[src/rtl/jtcontra_snd_pkg.sv]
// Shared FSM state type and default sizing constants for the sound-command scheduler.
package jtcontra_snd_pkg;

  typedef enum logic [2:0] {
    ST_IDLE,
    ST_LOAD,
    ST_ARM,
    ST_WAIT,
    ST_GAP
  } snd_state_t;

  localparam int SND_DEPTH_AW = 2;
  localparam int SND_GAP      = 64;
  localparam int SND_TO_W     = 16;

endpackage

[src/rtl/jtcontra_snd_fifo.sv]
// Small synchronous FIFO for queued sound commands; register-array storage,
// pointers wrap modulo 2^AW and count saturates at 2^AW (full).
module jtcontra_snd_fifo #(
  parameter int AW = 2
) (
  input  logic          clk,
  input  logic          rstn,
  input  logic          push,
  input  logic          pop,
  input  logic          flush,
  input  logic [7:0]    din,
  output logic [7:0]    dout,
  output logic          full,
  output logic          empty,
  output logic [AW:0]   count
);

  localparam logic [AW:0] DEPTH = {1'b1, {AW{1'b0}}};

  logic [7:0]    r_mem [2**AW];
  logic [AW-1:0] r_wr;
  logic [AW-1:0] r_rd;
  logic [AW:0]   r_cnt;
  logic          w_push;
  logic          w_pop;

  // A push into a full FIFO is legal only when a pop frees the head slot in the same cycle.
  assign w_pop  = pop  && !empty && !flush;
  assign w_push = push && !flush && (!full || w_pop);

  always_ff @(posedge clk or negedge rstn) begin
    if (!rstn) begin
      r_wr  <= '0;
      r_rd  <= '0;
      r_cnt <= '0;
    end else if (flush) begin
      r_wr  <= '0;
      r_rd  <= '0;
      r_cnt <= '0;
    end else begin
      if (w_push) r_wr <= r_wr + 1'b1;
      if (w_pop)  r_rd <= r_rd + 1'b1;
      if (w_push && !w_pop)      r_cnt <= r_cnt + 1'b1;
      else if (!w_push && w_pop) r_cnt <= r_cnt - 1'b1;
    end
  end

  // NOTE: storage is deliberately not reset; only slots between the pointers are ever read.
  always_ff @(posedge clk) begin
    if (w_push) r_mem[r_wr] <= din;
  end

  assign dout  = r_mem[r_rd];
  assign full  = (r_cnt == DEPTH);
  assign empty = (r_cnt == '0);
  assign count = r_cnt;

endmodule

[src/rtl/jtcontra_sndcmd.sv]
// Sound-command scheduler: queues main-CPU bytes and hands them to the sound CPU
// one at a time with IRQ/ack handshake and guard gap. Optional IRQ retrigger on
// missing ack is enabled by defining JTCONTRA_SNDCMD_TIMEOUT_EN.
module jtcontra_sndcmd
  import jtcontra_snd_pkg::*;
#(
  parameter int DEPTH_AW = SND_DEPTH_AW,
  parameter int GAP      = SND_GAP,
  parameter int TO_W     = SND_TO_W
) (
  input  logic                clk,
  input  logic                rstn,
  input  logic                main_wr,
  input  logic [7:0]          main_din,
  input  logic                flush,
  input  logic                snd_ack,
  output logic [7:0]          snd_latch,
  output logic                snd_irq,
  output logic                full,
  output logic [DEPTH_AW:0]   pending,
  output logic                ovf
);

  localparam logic [7:0] GAP_LAST = 8'(GAP - 1);

  if (GAP < 1 || GAP > 255 || TO_W < 1 || DEPTH_AW < 1) begin : g_bad_param
    $error("jtcontra_sndcmd: parameter out of range");
  end

  snd_state_t          r_state;
  logic [7:0]          r_latch;
  logic [7:0]          r_gap;
  logic                r_irq;
  logic                r_ovf;
`ifdef JTCONTRA_SNDCMD_TIMEOUT_EN
  logic [TO_W-1:0]     r_to;
`endif

  logic                w_pop;
  logic                w_push;
  logic                w_empty;
  logic                w_full;
  logic [7:0]          w_head;
  logic [DEPTH_AW:0]   w_count;

  assign w_pop  = (r_state == ST_LOAD) && !flush;
  assign w_push = main_wr && !flush && (!w_full || w_pop);

  jtcontra_snd_fifo #(.AW(DEPTH_AW)) u_fifo (
    .clk   (clk),
    .rstn  (rstn),
    .push  (w_push),
    .pop   (w_pop),
    .flush (flush),
    .din   (main_din),
    .dout  (w_head),
    .full  (w_full),
    .empty (w_empty),
    .count (w_count)
  );

  // NOTE: all state here uses non-blocking assignments so every branch sees pre-edge values.
  always_ff @(posedge clk or negedge rstn) begin
    if (!rstn) begin
      r_state <= ST_IDLE;
      r_latch <= 8'h00;
      r_gap   <= '0;
      r_irq   <= 1'b0;
      r_ovf   <= 1'b0;
`ifdef JTCONTRA_SNDCMD_TIMEOUT_EN
      r_to    <= '0;
`endif
    end else if (flush) begin
      // The latch keeps its byte; only the handshake and queue are abandoned.
      r_state <= ST_IDLE;
      r_gap   <= '0;
      r_irq   <= 1'b0;
      r_ovf   <= 1'b0;
    end else begin
      if (main_wr && w_full && !w_pop) r_ovf <= 1'b1;
      case (r_state)
        ST_IDLE: if (!w_empty) r_state <= ST_LOAD;
        ST_LOAD: begin
          r_latch <= w_head;
          r_state <= ST_ARM;
        end
        ST_ARM: begin
          r_irq   <= 1'b1;
          r_state <= ST_WAIT;
`ifdef JTCONTRA_SNDCMD_TIMEOUT_EN
          r_to    <= '0;
`endif
        end
        ST_WAIT: begin
          if (snd_ack) begin
            r_irq   <= 1'b0;
            r_gap   <= '0;
            r_state <= ST_GAP;
          end
`ifdef JTCONTRA_SNDCMD_TIMEOUT_EN
          else begin
            // On wrap the IRQ drops for one cycle, giving the sound CPU a fresh edge.
            r_to  <= r_to + 1'b1;
            r_irq <= ~&r_to;
          end
`endif
        end
        ST_GAP: begin
          if (r_gap == GAP_LAST) r_state <= w_empty ? ST_IDLE : ST_LOAD;
          else                   r_gap   <= r_gap + 1'b1;
        end
        default: r_state <= ST_IDLE;
      endcase
    end
  end

  assign snd_latch = r_latch;
  assign snd_irq   = r_irq;
  assign full      = w_full;
  assign pending   = w_count;
  assign ovf       = r_ovf;

endmodule

[config.mk]
export PLATFORM = sky130hd
export DESIGN_NAME = jtcontra_sndcmd
export DESIGN_NICKNAME = d
export VERILOG_FILES = /design/src/rtl/jtcontra_snd_pkg.sv /design/src/rtl/jtcontra_snd_fifo.sv /design/src/rtl/jtcontra_sndcmd.sv
export SDC_FILE = /design/constraint.sdc
export NUM_CORES = 1
export LEC_CHECK = 0
export CELL_PAD_IN_SITES_DETAIL_PLACEMENT = 1
export CELL_PAD_IN_SITES_GLOBAL_PLACEMENT = 1
export CORE_MARGIN = 3
export CORE_UTILIZATION = 40
export CTS_CLUSTER_SIZE = 28
export DETAILED_ROUTE_END_ITERATION = 6
export GPL_TIMING_DRIVEN = 0
export PLACE_DENSITY = 0.75
export RECOVER_POWER = 50
export SYNTH_ARGS = -nofsm -noshare
export SYNTH_HDL_FRONTEND = slang
export SYNTH_HIERARCHICAL = 1
export SYNTH_SLANG_ARGS = --single-unit
[constraint.sdc]
create_clock -name clk -period 4.3 [get_ports clk]
set_input_delay 0.645 -clock clk [delete_from_list [all_inputs] [get_ports clk]]
set_output_delay 0.645 -clock clk [all_outputs]
set_load 0.05 [all_outputs]
# Word level (Yosys, flattened, before mapping)
# Memory sizes are Yosys's and may differ from the RTL's. A register that Yosys moved wholly into a read port is not among the register bits.
# Index checks and enable logic that the tools add are counted.
# totals
ff_bits,20
ram_bits,32
in_bits,13
output_inout_bits,14
word_cells,80
mem_count,1
# memory_table
memory,depth,word_bits,read_ports,rd_clocked_by_memory_dff,write_ports,line_no,rtl
u_fifo.r_mem,4,8,1,1,1,jtcontra_snd_fifo.sv:20,logic [7:0] r_mem [2**AW];
# op_classes
addsub,5
n_eq_ne,10
mux,24
n_bitwise,1
n_reduce_logical,32
# op_table
op,count
8-bit two-way mux,3
3-bit two-way mux,7
8-bit case mux with 2 select lines,1
3-bit case mux with 5 select lines,1
"3-bit inequality test, second input constant",4
1-bit logical AND,11
3-bit nonzero test,3
"8-bit by 1-bit adder with 8-bit output, second input constant",1
"8-bit by 6-bit == test with 1-bit output, second input constant",1
2-bit two-way mux,4
1-bit zero test,7
1-bit two-way mux,7
"3-bit by 2-bit == test with 1-bit output, second input constant",2
"3-bit == test, second input constant",2
3-bit zero test,2
3-bit AND reduction,2
2-bit nonzero test,3
"2-bit by 1-bit adder with 2-bit output, second input constant",2
2-bit AND reduction,2
"3-bit by 1-bit adder with 3-bit output, second input constant",1
"3-bit by 1-bit == test with 1-bit output, second input constant",1
"3-bit by 1-bit subtractor with 3-bit output, second input constant",1
1-bit logical OR,2
1-bit case mux with 2 select lines,1
1-bit NOT,1

# Logic depth before layout (Yosys ltp)
# Gate-level depths: netlist of run 1.
# depth
ltp_word,11
mapped_depth,12
ltp_nobuf,11

# Cells and area by module
# The synthesis of run 1 kept the hierarchy.
# by_module_without_submodules
mod,instances,cells_per_inst,area_per_inst_um2,seq_area_each_um2
jtcontra_snd_fifo,1,96,1670.4,1136.1
jtcontra_sndcmd,1,92,1049.8,525.5

# Worst setup path before layout of run 1
# Ideal clock, no wire load.
# synth_timing
path_type,register to register
start,register u_fifo.r_cnt[0] (netlist: u_fifo/count[0])
end,register u_fifo.r_cnt[2] (netlist: u_fifo/count[2])
setup_time_ns,0.131
arrival_time_ns,3.475
t_required_ns,4.169
path_slack_ns,0.693
stages_incl_launch_ff,11
n_path_buf,1
synth_period_minus_slack_ns,3.607
cell_sequence,dfrtp_1 buf_4 nor3_1 nor2b_1 nor3b_1 nand2b_1 nor3_1 fa_1 or3b_1 a31oi_1 a21oi_1
# synth_between
elab_chain_cells,9
elab_cells_between_ends,21
cone_classes,add/sub: 2; eq/ne: 1; mux: 3; reduce/logical: 15
# synth_lines
item,line_no,rtl
"start, declared",jtcontra_snd_fifo.sv:23,logic [AW:0] r_cnt;
"start signal, assigned",jtcontra_snd_fifo.sv:43,if (w_push && !w_pop) r_cnt <= r_cnt + 1'b1;
"start signal, assigned",jtcontra_snd_fifo.sv:44,else if (!w_push && w_pop) r_cnt <= r_cnt - 1'b1;
3-bit == test *,jtcontra_snd_fifo.sv:54,assign full = (r_cnt == DEPTH);
via full,jtcontra_sndcmd.sv:19,"output logic full,"
1-bit zero test *,jtcontra_sndcmd.sv:47,assign w_push = main_wr && !flush && (!w_full || w_pop);
1-bit logical OR *,jtcontra_sndcmd.sv:47,
1-bit logical AND *,jtcontra_sndcmd.sv:47,
via w_push,jtcontra_sndcmd.sv:40,logic w_push;
1-bit logical AND * (2 in a row),jtcontra_snd_fifo.sv:29,assign w_push = push && !flush && (!full || w_pop);
1-bit logical AND / 1-bit zero test (equally long branches),"jtcontra_snd_fifo.sv:43, jtcontra_snd_fifo.sv:44",
3-bit two-way mux / 1-bit logical AND (equally long branches),"jtcontra_snd_fifo.sv:43, jtcontra_snd_fifo.sv:44",
3-bit two-way mux / 3-bit nonzero test (equally long branches),-,
# The timed path passes the listed nets; every way through them passes the cells marked *. The select of a mux whose other input is x is not followed.
# A chain may end at the register's enable or synchronous reset.

# Final worst setup path of run 1
# layout_timing
start,register r_state[1]
end,memory u_fifo.r_mem[3][3] (enable)
# layout_between
elab_chain_cells,8
elab_cells_between_ends,11
cone_classes,eq/ne: 1; mux: 2; reduce/logical: 8
# layout_lines
item,line_no,rtl
"start, declared",jtcontra_sndcmd.sv:30,snd_state_t r_state;
"start signal, assigned",jtcontra_sndcmd.sv:109,if (r_gap == GAP_LAST) r_state <= w_empty ? ST_IDLE : ST_LOAD;
3-bit by 1-bit == test with 1-bit output,jtcontra_sndcmd.sv:46,assign w_pop = (r_state == ST_LOAD) && !flush;
1-bit logical AND,jtcontra_sndcmd.sv:46,
via w_pop,jtcontra_sndcmd.sv:39,logic w_pop;
1-bit logical OR,jtcontra_sndcmd.sv:47,
1-bit logical AND,jtcontra_sndcmd.sv:47,
via w_push,jtcontra_sndcmd.sv:40,
1-bit logical AND (2 in a row),jtcontra_snd_fifo.sv:29,
1-bit two-way mux,jtcontra_snd_fifo.sv:50,if (w_push) r_mem[r_wr] <= din;
1-bit two-way mux (not written as such),jtcontra_snd_fifo.sv:50,
"end, declared",jtcontra_snd_fifo.sv:20,
# The timed path passes the listed nets, and every way through them passes these cells.

==> results of run 1 <==
-- cells by family after synthesis --
group | share of synthesized area [%]
AO/OA/AOI/OAI | 5.474
XOR/XNOR | 1.932
adder cells (fa/ha/maj) | 3.036
buffers and inverters | 3.036
flip-flops | 61.09
multiplexers | 11.09
AND/OR/NAND/NOR | 14.35
-- worst max-delay path, delay by kind of cell, from the launching register on --
family,cells,cell delay (ns)
buffers and inverters,1,0.40
flip-flops,1,0.47
AND/OR/NAND/NOR,6,2.06
-- report_power, final --
| group | internal [W] | switching, W | leakage (nW) | total (W) |
|---|---|---|---|---|
| logic | 0.000156 | 0.000259 | 0.468 | 0.000415 |
| clock network | 0.000326 | 0.000230 | 0.102 | 0.000556 |
| registers | 0.000662 | 0.0000335 | 0.661 | 0.000695 |
| total | 0.00114 | 0.000523 | 1.23 | 0.00167 |
-- final timing paths --
| check | endpoint | slack, ns | startpoint | cells past startpoint |
|---|---|---|---|---|
| max in group asynchronous | r_state[1]$_DFFE_PN0P_ | 2.37 | rstn | 2 |
| min reg2reg | snd_irq$_DFFE_PN0P_ | 0.51 | snd_irq$_DFFE_PN0P_ | 2 |
| min | ovf$_DFFE_PN0P_ | 0.50 | flush | 2 |
| max reg2reg | u_fifo/r_mem[3][3]$_DFFE_PP_ | 1.04 | r_state[1]$_DFFE_PN0P_ | 7 |
| min in group asynchronous | snd_latch[4]$_DFFE_PN0P_ | 0.81 | rstn | 1 |
| max | u_fifo/r_mem[3][3]$_DFFE_PP_ | 1.04 | r_state[1]$_DFFE_PN0P_ | 7 |
-- metrics by stage --
stage | std cells | cell area, sq um | utilization (%) | total power (W) | setup WS (ns)
6_report | 307 | 3284 | 50.85 | 0.001667 | 1.040
5_1_grt | 307 | 3284 | 50.85 | 0.001752 | 0.7257
4_1_cts | 307 | 3298 | 51.07 | 0.001698 | 1.027
3_5_place_dp | 291 | 3082 | 47.71 | 0.001131 | 0.8024
3_3_place_gp | 290 | 3067 | 47.48 | 0.001118 | 0.9414
2_1_floorplan | 188 | 2720 | - | 0.0009834 | 0.6934
-- synth_stat cells (3+ instances only) --
cell type / n
xor2_1: 4
inv_1: 6
ha_1: 5
o211ai_1: 3
mux2_2: 8
nor3_1: 7
buf_6: 3
nand3_1: 4
a21oi_1: 5
nor2_1: 16
and2_1: 4
nand2b_1: 3
and3_1: 3
mux4_2: 8
dfrtp_1: 28
edfxtp_1: 32
nand2_1: 8
a31oi_1: 3
buf_2: 3
-- cell type report --
type	instances	share of cell area, %
plain buffers	8	1.829
clock buffers	10	3.886
clock inverters	6	2.705
inverters	6	0.6857
multi-input cells	114	29.64
flip-flops and latches	60	50.59
well taps	77	2.933
repair buffers	26	7.733
-- state kept, by name, indices dropped and copies added (netlist names) --
register	flops
u_fifo/r_rd	2
u_fifo/r_mem	32
r_gap	8
snd_irq	1
ovf	1
snd_latch	8
u_fifo/count	3
u_fifo/r_wr	2
r_state	3
-- layer usage --
layer | share of wire, % | vias to the layer above | track usage (%)
met2 | 49 | 19 | 24.20
met4 | 2.7 | 0 | 8.654
met3 | 2.6 | 12 | 4.190
met5 | 0 | - | 0
li1 | - | 768 | -
met1 | 46 | 833 | 20.79
==> out/metrics.cfg, run 1 <==
[drt]
dr.first_iter.drc_count=47
vias_per_cell=5.316
dr.pass1.iters=4
num_vias=1632
routed_wl_um=5149
ant_nets=0
drc=0
post_drt_wl_per_cell_um=16.77

[clocking]
cts.htree.levels=3
cts_made_buffers=9
hold_buffers=0
cts.sinks=60
clock_path_buffers=2
clockRootBuffer=clkbuf_8
cts_tree=done
clk_pin_slew_ns=0.07
post-cts-setup-buffers=0
worstSkewPairLatency_ns=0.34
ctsResizeCount=0

[global_routing]
grt_pass1_vias=1743
grt_overflow_total=0
grt_max_degree=16
grt_pass1_wl_um=9039
grt_antenna_before_repair=0
grt_usage_pct=15.90

[setup_path]
path_cells=nor4b_1, buf_2, nor2b_1, nor3b_1, nand2b_1, nor2_1, and2_1
endpoint_kind=flop
cp.arrival_ns=3.25
path_max_fanout=14
cp_slowest_cell=nor3b_1
cp.required_ns=4.29
setup.worst_path.start_class=flop
path_class=reg -> reg
slowest_delay_ns=0.50

[logic_synthesis]
synthTopCellsByArea=edfxtp_1, dfrtp_1, mux4_2
synth.avg_cell_area_sq_um=14.47
synth.net_count=207
synth.yosys.seq_area_share_pct=61.09
syn_inst=188
synth_top_area_share_pct=35.33
synth_edf_count=32
synth_area_sq_um=2720
synth_top_area_cell=edfxtp_1
yosysWarnings=6
synth-async-reset-ratio_pct=46.67
synth-seq-cells=60
yosysUniqueCellTypes=48
synth-main-ff-cell=edfxtp_1

[sta]
finalClockSkew_ns=0.006530
rsz0062_at_grt=false
fmax_mhz=306.8
finalCritPeriodShare_pct=75.80
fin_crit_ns=3.260
finalSetupViolations=0
finalHoldViolations=0
tns_ns=0
worstMarginPinSlew_ns=0.7576
maxSlewViolCount=0
relSlewSlack_pct=49.50
fin_hold_ws_ns=0.5009

[floorplan]
coreArea_sq_um=6459
io_pins=27
die_w_um=88.47
start_util_pct=42.12
die-area_sq_um=7826
rows=29
die_h_um=88.47

[layout]
drive_above_1_share_pct=20.43
multi_input_area_sq_um=973.4
nets=244
final_cell_mix=edfxtp_1, dfrtp_1, nor2_1
ff_latch_area_sq_um=1662
mostFrequentLayoutCell=edfxtp_1
area_delta_synth_final_pct=20.75
n_antenna_cell=0
fillCellCount=668

[job]
maxCapViolations=0

[outcome]
status=finished clean

[power]
p_leak_nw=1.232
power.density_nw_per_um2=507.6
peakVddDrop_mv=0.2829

[placed_design]
dp_hpwl_um=3511
io_buffers=25
place.gp.congestion=0.7212

[min_path]
min_path_type=in -> reg

(Power assumes the default switching activity.)
==> run 2, diff against run 1 <==
Settings changed: PLACE_DENSITY 0.75 to 0.78.
Clock period 4.3 ns to 2.7 ns, I/O delays scaled along.
==> out/metrics.cfg, run 2 (synthesized netlist as in run 1, its figures left out) <==
[outcome]
status=complete, but fails checks  ; was finished clean
violations=max-capacitance violations, max-slew violations

[placed_design]
dp_hpwl_um=3580  ; was 3511 um
place.gp.congestion=0.7114  ; was 0.7212
placed_area_sq_um=3095  ; was 3082 sq um
dp.cells=290  ; was 291
io_buffers=25  ; unchanged

[clocking]
cts.htree.levels=3  ; unchanged
clk_pin_slew_ns=0.07  ; about the same
hold_buffers=0  ; unchanged
clockRootBuffer=clkbuf_8  ; unchanged
cts.sinks=60  ; unchanged
clock_path_buffers=2  ; unchanged
cts_tree=done  ; unchanged
worstSkewPairLatency_ns=0.33  ; was 0.34 ns
cts_made_buffers=9  ; unchanged

[global_routing]
grt_antenna_before_repair=0  ; unchanged
grt_usage_pct=15.32  ; was 15.90%
grt_overflow_total=0  ; unchanged
grt_max_degree=29  ; was 16
grt_pass1_wl_um=8756  ; was 9039 um
grt_pass1_vias=1760  ; was 1743

[layout]
drive_above_1_share_pct=28.33  ; was 20.43%
mostFrequentLayoutCell=edfxtp_1  ; unchanged
utilization_pct=51.84  ; was 50.85%
n_antenna_cell=0  ; unchanged
top_register=u_fifo/r_mem  ; unchanged
nets=248  ; was 244
fin_cells=310  ; was 307
area_delta_synth_final_pct=23.09  ; was 20.75%
largest_reg_flops=32  ; unchanged
fillCellCount=660  ; was 668
design_area_sq_um=3348  ; was 3284 sq um
final_cell_mix=edfxtp_1, dfrtp_1, clkdlybuf4s50_1  ; was edfxtp_1, dfrtp_1, nor2_1

[sta]
finalHoldViolations=0  ; unchanged
rsz0062_at_grt=false  ; unchanged
relSlewSlack_pct=-7.882  ; was 49.50%
finalCritPeriodShare_pct=93.42  ; was 75.80%
fin_crit_ns=2.522  ; was 3.260 ns
finalClockSkew_ns=0.005686  ; was 0.006530 ns
maxSlewViolCount=29  ; was 0
finalSetupViolations=0  ; unchanged
worstMarginPinSlew_ns=1.618  ; was 0.7576 ns
fmax_mhz=396.5  ; was 306.8 MHz

[drt]
dr.pass1.iters=4  ; unchanged
drc=0  ; unchanged
post_drt_wl_per_cell_um=17.71  ; was 16.77 um
routed_wl_um=5489  ; was 5149 um
vias_per_cell=5.345  ; was 5.316
dr.first_iter.drc_count=73  ; was 47
ant_nets=0  ; unchanged
num_vias=1657  ; was 1632

[floorplan]
die_h_um=88.47  ; unchanged
coreArea_sq_um=6459  ; unchanged
start_util_pct=42.12  ; unchanged
die_w_um=88.47  ; unchanged
die-area_sq_um=7826  ; unchanged
rows=29  ; unchanged
io_pins=27  ; unchanged

[job]
maxCapViolations=1  ; was 0

[power]
power.total_w=0.002565  ; was 0.001667 W
power.density_nw_per_um2=766.0  ; was 507.6 nW/um^2
peakVddDrop_mv=0.4201  ; was 0.2829 mV
p_leak_nw=1.256  ; was 1.232 nW

[min_path]
min_path_type=in -> reg  ; unchanged
min_delay_path_depth=2  ; unchanged

[setup_path]
setup.worst_path.start_class=flop  ; unchanged
endpoint_kind=flop  ; unchanged
cp.arrival_ns=2.77  ; was 3.25 ns
cp.required_ns=2.95  ; was 4.29 ns
r2r_cells=9  ; was 7
path_class=reg -> reg  ; unchanged
path_max_fanout=7  ; was 14

==> run 2: cell count changes in the layout (fill, tap and decap cells not counted), sizes merged <==
cell	delta
buf	+4
clkinv	+2
bufinv	-1
clkbuf	+1
clkinvlp	-2
dlygate4sd3	-2
clkdlybuf4s50	+1
==> run 2: power breakdown <==
part           leakage [nW]  internal [W]  switching, W
combinational         0.504      0.000267      0.000431
clock                0.0959      0.000418      0.000340
sequential            0.656       0.00106     0.0000545
==> run 2: stage by stage <==
stage | setup TNS [ns] | hold WS [ns] | worst slack [ns]
3_3_place_gp | -11.50 | 0.4880 | -0.3572
5_1_grt | 0 | 0.2840 | 0.001230
2_1_floorplan | -0.07138 | 0.1094 | -0.07138
3_5_place_dp | -17.10 | 0.4967 | -0.5413
6_report | 0 | 0.2938 | 0.1776
4_1_cts | 0 | 0.2698 | 0.001568
==> run 2: what timing repair did <==
item / in CTS / in global routing
resized for setup: 7 / 4
setup buffers: 3 / 2
endpoints found under the setup margin: 37 / 10
pin swaps: 0 / 1
==> run 2: layout make-up <==
class	count	area, sq um	share of cell area [%]
inverters	6	22.52	0.6726
multi-input cells	114	1042	31.13
well taps	77	96.34	2.877
plain buffers	8	58.81	1.756
repair buffers	30	281.5	8.408
clock buffers	10	127.6	3.812
clock inverters	5	53.80	1.607
flip-flops and latches	60	1665	49.74
==> run 2: path summary, 6_finish.rpt <==
path | start | to | slack, ns
setup / recovery | r_state[1]$_DFFE_PN0P_ | u_fifo/count[2]$_DFFE_PN0P_ | 0.18
hold / removal | flush | r_state[2]$_DFFE_PN0P_ | 0.29
setup reg to reg | r_state[1]$_DFFE_PN0P_ | u_fifo/count[2]$_DFFE_PN0P_ | 0.18
hold reg to reg | snd_latch[6]$_DFFE_PN0P_ | snd_latch[6]$_DFFE_PN0P_ | 0.51
max in group asynchronous | rstn | u_fifo/count[2]$_DFFE_PN0P_ | 1.18
min in group asynchronous | rstn | u_fifo/count[1]$_DFFE_PN0P_ | 0.47
==> run 2: metal layers <==
metal	global-route usage [%]	wire, um	up-vias
met5	0	0	-
met4	7.418	86	0
met3	4.935	174	6
met2	24.07	2773	26
met1	19.20	2455	848
li1	-	-	777
==> run 2: critical path, cell delays in order, from the launching register on <==
cell,delay (ns)
dfrtp_1,0.48
nor4b_2,0.29
buf_4,0.22
o31a_1,0.27
nor3_2,0.09
fa_2,0.37
or3b_1,0.38
o21ai_0,0.10
nand2_1,0.08
a21oi_1,0.16
==> run 3, diff against run 2 <==
Settings changed: CELL_PAD_IN_SITES_DETAIL_PLACEMENT 1 to 0, PLACE_DENSITY 0.78 to 0.76, SLEW_MARGIN set to 20.
==> out/metrics.cfg, run 3 (synthesized netlist as in run 1, its figures left out) <==
[outcome]
status=complete, but fails checks  ; unchanged
violations=max-capacitance violations, max-slew violations  ; unchanged

[layout]
mostFrequentLayoutCell=edfxtp_1  ; unchanged
n_antenna_cell=0  ; unchanged
final_cell_mix=edfxtp_1, dfrtp_1, clkdlybuf4s50_1  ; unchanged
area_delta_synth_final_pct=23.37  ; was 23.09%
top_register=u_fifo/r_mem  ; unchanged
nets=247  ; was 248
drive_above_1_share_pct=27.47  ; was 28.33%
largest_reg_flops=32  ; unchanged
design_area_sq_um=3356  ; was 3348 sq um

[clocking]
clock_path_buffers=2  ; unchanged
cts_made_buffers=9  ; unchanged
clockRootBuffer=clkbuf_8  ; unchanged
clk_pin_slew_ns=0.07  ; about the same
hold_buffers=0  ; unchanged
worstSkewPairLatency_ns=0.33  ; about the same
cts.htree.levels=3  ; unchanged
cts_tree=done  ; unchanged
cts.sinks=60  ; unchanged

[floorplan]
die_w_um=88.47  ; unchanged
die_h_um=88.47  ; unchanged
die-area_sq_um=7826  ; unchanged
coreArea_sq_um=6459  ; unchanged
rows=29  ; unchanged
io_pins=27  ; unchanged
start_util_pct=42.12  ; unchanged

[setup_path]
cp.arrival_ns=2.52  ; was 2.77 ns
cp.required_ns=2.72  ; was 2.95 ns
cp_slowest_cell=dfrtp_1  ; unchanged
path_cells=nor4b_1, buf_4, nor2b_4, nor3b_2, nand2b_1, buf_4, nor2_2, and2_2  ; was nor4b_2, buf_4, o31a_1, nor3_2, fa_2, or3b_1, o21ai_0, nand2_1, a21oi_1
endpoint_kind=flop  ; unchanged
path_max_fanout=8  ; was 7
rrSetupSlack_ns=0.20  ; was 0.18 ns
slowest_delay_ns=0.48  ; about the same
cpMostUsedCell=buf_4
setup.worst_path.start_class=flop  ; unchanged
path_buf_inv=2  ; was 1
path_delay_family=simple AND/OR/NAND/NOR gates  ; unchanged
path_class=reg -> reg  ; unchanged

[sta]
finalHoldViolations=0  ; unchanged
fmax_mhz=400.3  ; was 396.5 MHz
rsz0062_at_grt=false  ; unchanged
fin_ws_ns=0.2018  ; was 0.1776 ns
relSlewSlack_pct=-7.236  ; was -7.882%
finalClockSkew_ns=0.01092  ; was 0.005686 ns
fin_crit_ns=2.498  ; was 2.522 ns
maxSlewViolCount=29  ; unchanged
finalSetupViolations=0  ; unchanged
worstMarginPinSlew_ns=1.609  ; was 1.618 ns
finalCritPeriodShare_pct=92.53  ; was 93.42%

[drt]
routed_wl_um=4791  ; was 5489 um
vias_per_cell=5.194  ; was 5.345
dr.pass1.iters=4  ; unchanged
ant_nets=0  ; unchanged
drc=0  ; unchanged
dr.first_iter.drc_count=59  ; was 73
num_vias=1610  ; was 1657
post_drt_wl_per_cell_um=15.45  ; was 17.71 um

[global_routing]
grt_max_degree=29  ; unchanged
grt_usage_pct=13.93  ; was 15.32%
grt_antenna_before_repair=0  ; unchanged
grt_pass1_vias=1586  ; was 1760
grt_pass1_wl_um=8066  ; was 8756 um
grt_overflow_total=0  ; unchanged

[min_path]
min_path_type=in -> reg  ; unchanged

[power]
power.density_nw_per_um2=791.1  ; was 766.0 nW/um^2
peakVddDrop_mv=0.4627  ; was 0.4201 mV
p_leak_nw=1.246  ; was 1.256 nW

[placed_design]
placed_area_sq_um=3090  ; was 3095 sq um
dp_hpwl_um=3166  ; was 3580 um
io_buffers=25  ; unchanged
place.gp.congestion=0.6772  ; was 0.7114
pre_cts_slack_ns=-0.3929  ; was -0.5413 ns

[job]
maxCapViolations=1  ; unchanged

-- run 3: cell count changes in the layout (fill, tap and decap cells not counted), sizes merged --
| cell | before | now |
|---|---|---|
| buf | 11 | 10 |
| clkinvlp | 0 | 2 |
| clkinv | 4 | 3 |
| bufinv | 1 | 2 |
| clkbuf | 13 | 12 |
-- run 3: final timing paths --
kind | startpoint | endpoint | depth (start not counted)
min | flush | r_state[2]$_DFFE_PN0P_ | 2
max reg2reg | r_state[1]$_DFFE_PN0P_ | u_fifo/r_mem[0][0]$_DFFE_PP_ | 8
max in group asynchronous | rstn | u_fifo/count[1]$_DFFE_PN0P_ | 1
max | r_state[1]$_DFFE_PN0P_ | u_fifo/r_mem[0][0]$_DFFE_PP_ | 8
min in group asynchronous | rstn | u_fifo/count[0]$_DFFE_PN0P_ | 1
min reg2reg | snd_irq$_DFFE_PN0P_ | snd_irq$_DFFE_PN0P_ | 2
-- run 3: area by class of cell --
cell class / instances / area, sq um
repair buffers: 29 / 274.0
inverters: 6 / 22.52
flip-flops and latches: 60 / 1665
plain buffers: 8 / 58.81
well taps: 77 / 96.34
clock buffers: 9 / 123.9
clock inverters: 7 / 91.34
multi-input cells: 114 / 1023
fillers: 556 / 3103
-- run 3: power breakdown --
group	total [W]	internal, W	switching [W]
Sequential	0.00111	0.00105	0.0000519
Combinational	0.000678	0.000261	0.000417
Clock	0.000870	0.000514	0.000356
Total	0.00265	0.00183	0.000824
-- run 3: repair_timing --
action / in CTS / in global routing
gates resized for setup: 7 / 2
setup endpoints to repair: 34 / 2
setup buffers: 2 / 2
-- run 3: per-stage QoR --
step                hold slack (ns)  power, W  TNS [ns]  util [%]  std cells
detailed placement           0.4889  0.001800    -12.11     47.85        290
floorplan                    0.1094  0.001577  -0.07138         -        188
CTS                          0.1266  0.002689         0     51.65        308
finish                       0.2655  0.002655         0     51.96        310
global placement             0.4864  0.001792    -12.46     47.93        290
global route                 0.2691  0.002772         0     51.96        310
-- run 3: per-layer routing --
metal	wire length, um	global-route usage [%]
met5	0	0
met4	100	7.830
met3	126	3.818
met2	2317	21.07
met1	2247	18.12
